--- config.mk ---
export PLATFORM = sky130hd
export DESIGN_NAME = soma_seq_nbit
export DESIGN_NICKNAME = d
export VERILOG_FILES = /design/src/rtl/soma_seq_nbit.sv
export SDC_FILE = /design/constraint.sdc
export NUM_CORES = 1
export LEC_CHECK = 0
export BUFFER_PORTS_ARGS = -buffer_cell sky130_fd_sc_hd__buf_4
export CAP_MARGIN = 0
export CELL_PAD_IN_SITES_DETAIL_PLACEMENT = 0
export CELL_PAD_IN_SITES_GLOBAL_PLACEMENT = 1
export CORE_MARGIN = 2
export CORE_UTILIZATION = 43
export DETAILED_ROUTE_END_ITERATION = 16
export PLACE_DENSITY = 0.84
export SLEW_MARGIN = 20
export SYNTH_ARGS = -nofsm -noshare
export SYNTH_HDL_FRONTEND = slang
export SYNTH_SLANG_ARGS = --single-unit
--- constraint.sdc ---
create_clock -name clk -period 2.17 [get_ports clk]
set_input_delay 0.217 -clock clk [delete_from_list [all_inputs] [get_ports clk]]
set_output_delay 0.217 -clock clk [all_outputs]
set_load 0.02 [all_outputs]
--- src/rtl/soma_seq_nbit.sv ---
// soma_seq_nbit: multi-cycle adder/subtractor that processes CHUNK bits per clock.
//
// An operation is requested with start while idle. The operands are latched and
// then summed one CHUNK-wide slice per cycle, LSB slice first. Completion takes
// K = WIDTH/CHUNK cycles. Completion raises done for one cycle and updates result,
// c_out and overflow, which then hold until the next completion.
//
// Build option:
//   SOMA_SEQ_SUB_EN  defined   : sub = 1 selects A - B, computed as A + ~B + 1.
//   SOMA_SEQ_SUB_EN  undefined : sub is ignored, and every operation is A + B.
//
// Ports:
//   clk       rising-edge clock
//   rst_n     asynchronous active-low reset
//   start     request; a, b and sub are sampled when high in IDLE
//   a, b      WIDTH-bit operands
//   sub       0 = A + B, 1 = A - B (subtract build only)
//   busy      high while an operation is in progress
//   done      one-cycle pulse when a new result is available
//   result    sum or difference, modulo 2^WIDTH
//   c_out     carry out of the MSB (for subtract, 1 = no borrow)
//   overflow  signed overflow of the last completed operation

module soma_seq_nbit #(
    parameter int unsigned WIDTH = 16,
    parameter int unsigned CHUNK = 4
) (
    input  logic             clk,
    input  logic             rst_n,
    input  logic             start,
    input  logic [WIDTH-1:0] a,
    input  logic [WIDTH-1:0] b,
    input  logic             sub,
    output logic             busy,
    output logic             done,
    output logic [WIDTH-1:0] result,
    output logic             c_out,
    output logic             overflow
);

    localparam int unsigned K    = WIDTH / CHUNK;
    localparam int unsigned IdxW = (K > 1) ? $clog2(K) : 1;
    localparam logic [IdxW-1:0] LastIdx = IdxW'(K - 1);

    typedef enum logic [0:0] {StIdle, StRun} state_e;

    state_e           state_q, state_d;
    logic [WIDTH-1:0] a_q, a_d;
    logic [WIDTH-1:0] b_q, b_d;
    logic             carry_q, carry_d;
    logic [IdxW-1:0]  idx_q, idx_d;
    logic [WIDTH-1:0] partial_q, partial_d;
    logic [WIDTH-1:0] result_q, result_d;
    logic             c_out_q, c_out_d;
    logic             overflow_q, overflow_d;
    logic             done_q, done_d;

    logic             sub_eff;
    logic [CHUNK-1:0] a_chunk, b_chunk;
    logic [CHUNK:0]   chunk_sum;
    logic             msb_cin;
    logic [WIDTH+CHUNK-1:0] partial_cat;

`ifdef SOMA_SEQ_SUB_EN
    assign sub_eff = sub;
`else
    logic unused_sub;
    assign unused_sub = sub;
    assign sub_eff    = 1'b0;
`endif

    // Operands are shifted right every cycle, so the active slice is always the
    // low CHUNK bits.
    assign a_chunk   = a_q[CHUNK-1:0];
    assign b_chunk   = b_q[CHUNK-1:0];
    assign chunk_sum = {1'b0, a_chunk} + {1'b0, b_chunk} + {{CHUNK{1'b0}}, carry_q};

    // The carry into the MSB is recovered from the sum bit of the MSB position.
    // This value is meaningful only on the last slice.
    assign msb_cin = a_chunk[CHUNK-1] ^ b_chunk[CHUNK-1] ^ chunk_sum[CHUNK-1];

    // New slices enter at the top of partial. After K cycles, slice 0 has reached
    // the bottom. The concatenation keeps this form legal when K = 1.
    assign partial_cat = {chunk_sum[CHUNK-1:0], partial_q};

    always_comb begin
        state_d    = state_q;
        a_d        = a_q;
        b_d        = b_q;
        carry_d    = carry_q;
        idx_d      = idx_q;
        partial_d  = partial_q;
        result_d   = result_q;
        c_out_d    = c_out_q;
        overflow_d = overflow_q;
        done_d     = 1'b0;

        unique case (state_q)
            StIdle: begin
                if (start) begin
                    state_d   = StRun;
                    a_d       = a;
                    b_d       = sub_eff ? ~b : b;
                    carry_d   = sub_eff;
                    idx_d     = '0;
                    partial_d = '0;
                end
            end
            StRun: begin
                a_d       = a_q >> CHUNK;
                b_d       = b_q >> CHUNK;
                carry_d   = chunk_sum[CHUNK];
                partial_d = partial_cat[WIDTH+CHUNK-1:CHUNK];
                idx_d     = idx_q + IdxW'(1);
                if (idx_q == LastIdx) begin
                    state_d    = StIdle;
                    idx_d      = '0;
                    done_d     = 1'b1;
                    result_d   = partial_cat[WIDTH+CHUNK-1:CHUNK];
                    c_out_d    = chunk_sum[CHUNK];
                    overflow_d = msb_cin ^ chunk_sum[CHUNK];
                end
            end
            default: state_d = StIdle;
        endcase
    end

    always_ff @(posedge clk or negedge rst_n) begin
        if (!rst_n) begin
            state_q    <= StIdle;
            a_q        <= '0;
            b_q        <= '0;
            carry_q    <= 1'b0;
            idx_q      <= '0;
            partial_q  <= '0;
            result_q   <= '0;
            c_out_q    <= 1'b0;
            overflow_q <= 1'b0;
            done_q     <= 1'b0;
        end else begin
            state_q    <= state_d;
            a_q        <= a_d;
            b_q        <= b_d;
            carry_q    <= carry_d;
            idx_q      <= idx_d;
            partial_q  <= partial_d;
            result_q   <= result_d;
            c_out_q    <= c_out_d;
            overflow_q <= overflow_d;
            done_q     <= done_d;
        end
    end

    assign busy     = (state_q == StRun);
    assign done     = done_q;
    assign result   = result_q;
    assign c_out    = c_out_q;
    assign overflow = overflow_q;

endmodule

==> out/results.ini <==
[cells_and_area]
finish.utilization=0.553
layout-drive-gt1-share=0.318
multi_input_comb_area_mm2=0.00110
antennaDiodeCount=0
most_common_library_cell_in_the_layout_ignoring_fill_and_taps=sky130_fd_sc_hd__dfrtp_1
syn2layout_area_growth_pct=23.5
filler_instances=555
final-seq-area_mm2=0.00168
nets=339
mostFrequentLayoutCells=sky130_fd_sc_hd__dfrtp_1 (66), sky130_fd_sc_hd__buf_4 (57), sky130_fd_sc_hd__nand2_1 (41)

[logic_synthesis]
synth.avg_cell_area_um2=11.9
syn_area_mm2=0.00287
number_of_flops_mapped_to_enable_cells_by_yosys=0
synth_area_leaders=sky130_fd_sc_hd__dfrtp_1 (58%), sky130_fd_sc_hd__mux2i_1 (11%), sky130_fd_sc_hd__o21ai_0 (5.9%)
synth_compound_area_frac=0.0984
netlist_instances=242
largest_family_of_logic_cells_by_synthesized_area=multiplexers
seq_area_frac_synth=0.583
postSynthRegisterBits=67
yosys-mux-area-fraction=0.172
ys_types=28
synth_xor_area_frac=0.00914
synth-adder-area-share=0.0313
postSynthNetCount=284
synthArstFlopShare=1.00
yosysTopAreaCell=sky130_fd_sc_hd__dfrtp_1
yosys.area_share.simple=0.0740
dominantRegCellSynth=sky130_fd_sc_hd__dfrtp_1
yosysWarnings=0
synth_largest_type_area_fraction=0.583

[pwr]
powerDensity_mw_per_mm2=1370
worst_ir_drop_vdd_mv=0.417
cellLeakagePower_nw=1.79

[placement]
globalplace.congestion=0.714
port_buffers=54
detailed_place_hpwl_mm=3.48

[floorplanning]
die_footprint_mm2=0.00735
initial_core_util=0.447
core_mm2=0.00642
die_ht_um=85.8
die-width_um=85.8
core.rowCount=29
io_pins=56

[timing]
final.period_utilization=0.932
worst_clk_skew_ns=0.00851
slew-limit-headroom=0.584
peak_freq_ghz=0.494
report.final.setup_viol=0
tightest_slew_ns=0.625
setup_repair_after_global_routing_missed_its_margin=false
finalSetupTns_ns=0
report.final.slew_viol_count=0
post_route_worst_hold_slack_ns=0.106
timing_hold_violations_final=0
post-route-min-period_ns=2.02

[setup_path]
worst_r2r_path_depth=6
crit_path_cell_trace=fa_1, fa_1, a21o_1, a21oi_2, xnor2_1, o21ai_1
worst_setup_path_end_kind=flop
critPathSlowestCell=sky130_fd_sc_hd__fa_1
startpoint_type=flop
critPathRequiredTime_ns=2.39
worst_path_most_repeated_cell=sky130_fd_sc_hd__fa_1
timing.critical_path.to=overflow$_DFFE_PN0P_
path_class=flop to flop
critPathArrivalTime_ns=2.24
startpoint=a_q[0]$_DFFE_PN0P_
timing.rr.start=a_q[0]$_DFFE_PN0P_
crit-reg2reg-capture=overflow$_DFFE_PN0P_
max_stage_delay_ns=0.46
critical_path_fanout_max=3
register_to_register_setup_slack_ns=0.15

[routing]
antenna_violating_nets_post_route=0
drt-pass1-iter-count=11
vias=1883
routed_via_density=4.97
wl_mm=5.18
detail_route.drc_violations=4
drt-wirelength-per-cell_um=13.7
detailedRoute.firstIterationViolations=62

[clock_tree]
clkSinkCount=67
htreeDepth=3
worst_setup_hold_path_clk_slew_ns=0.07
cts.root.buffer_cell=sky130_fd_sc_hd__clkbuf_8
post_cts_resized=0
clk_path_buf_depth=2
insertion_delay_ns=0.35
cts_buffers=9
tritoncts=built

[grt]
first_pass_grt_wire_length_mm=8.87
grt_remaining_overflow=0
grt_max_degree=50
number_of_antenna_violations_at_the_first_check_in_global_routing=0
overall_track_demand_over_capacity_in_global_routing=0.159
grt_pass1_vias=1887

[flow_run]
max-cap-violations=0

[status]
violated_checks=DRC
run_status=finished with violations

[hold_path]
holdCritPathClass=primary input to flop

what timing repair did:
item,4_1_cts,5_1_grt
setup buffers,0,0
hold buffers,1,0
endpoints found under the hold margin,48,0
sequential cells by signal, summed over array words and instances, names as in the netlist:
| register | cells |
|---|---|
| done | 1 |
| c_out | 1 |
| carry_q | 1 |
| overflow | 1 |
| partial_q | 12 |
| result | 16 |
| busy | 1 |
| a_q | 16 |
| idx_q | 2 |
| b_q | 16 |
cells in the mapped netlist, drive strengths merged, types with 2 or more instances:
cell / instances
o21ai: 35
a22o: 5
clkbuf: 7
inv: 3
buf: 8
nor2: 10
nand2: 42
fa: 2
a21o: 3
a21oi: 2
xnor2: 3
mux2i: 32
dfrtp: 67
mux2: 15
ha: 4
power by group:
part	switching (mW)	leakage [nW]	internal, mW
Combinational	0.939	0.823	0.832
Clock	0.499	0.0998	0.537
Sequential	0.305	0.866	1.76
Total	1.74	1.79	3.13
worst min-delay path by stage:
stage | cells after the start | slack, ns | endpoint | from
floorplan | 0 | -0.08 | a_q[0]$_DFFE_PN0P_ | rst_n
global placement | 1 | 0.28 | a_q[15]$_DFFE_PN0P_ | rst_n
detailed placement | 1 | 0.28 | a_q[15]$_DFFE_PN0P_ | rst_n
CTS | 3 | 0.09 | b_q[15]$_DFFE_PN0P_ | b[15]
global route | 3 | 0.11 | a_q[12]$_DFFE_PN0P_ | a[12]
finish | 3 | 0.11 | b_q[15]$_DFFE_PN0P_ | b[15]
final cells by class:
class,instances,share of cell area
flip-flops and latches,67,0.473
multi-input cells,157,0.311
repair buffers,59,0.129
clock buffers,9,0.0349
well taps,77,0.0271
clock inverters,7,0.0219
inverters,3,0.00317
cells by family (layout without fill, tap and decap cells):
logic type      after synthesis  in the layout
buf+inv                      18             78
flops                        67             67
mux                          47             47
xor+xnor                      3              3
simple gates                 54             54
compound gates               47             47
fa+ha+maj                     6              6
metal layers:
metal | vias to the layer above | GRT usage | share of wire
li1 | 940 | - | -
met5 | - | 0 | 0
met2 | 47 | 0.214 | 0.43
met3 | 9 | 0.0626 | 0.079
met4 | 0 | 0.0895 | 0.019
met1 | 887 | 0.219 | 0.48
worst max-delay path: cells and delay by family, from the launching register on:
| kind | cells | cell delay [ns] |
|---|---|---|
| adder cells (fa/ha/maj) | 2 | 0.87 |
| AO/OA/AOI/OAI | 3 | 0.47 |
| flip-flops | 1 | 0.41 |
| XOR/XNOR | 1 | 0.14 |
per-stage QoR:
step	instances	setup WS [ns]	cell area (µm²)	power, mW
after floorplan	242	0.274	2870	3.29
after global placement	362	0.186	3340	3.84
after detailed placement	362	0.147	3340	3.89
after CTS	379	0.136	3550	4.95
after global routing	379	0.0558	3550	5.25
final	379	0.147	3550	4.87
Power figures use the tool's default switching activity.
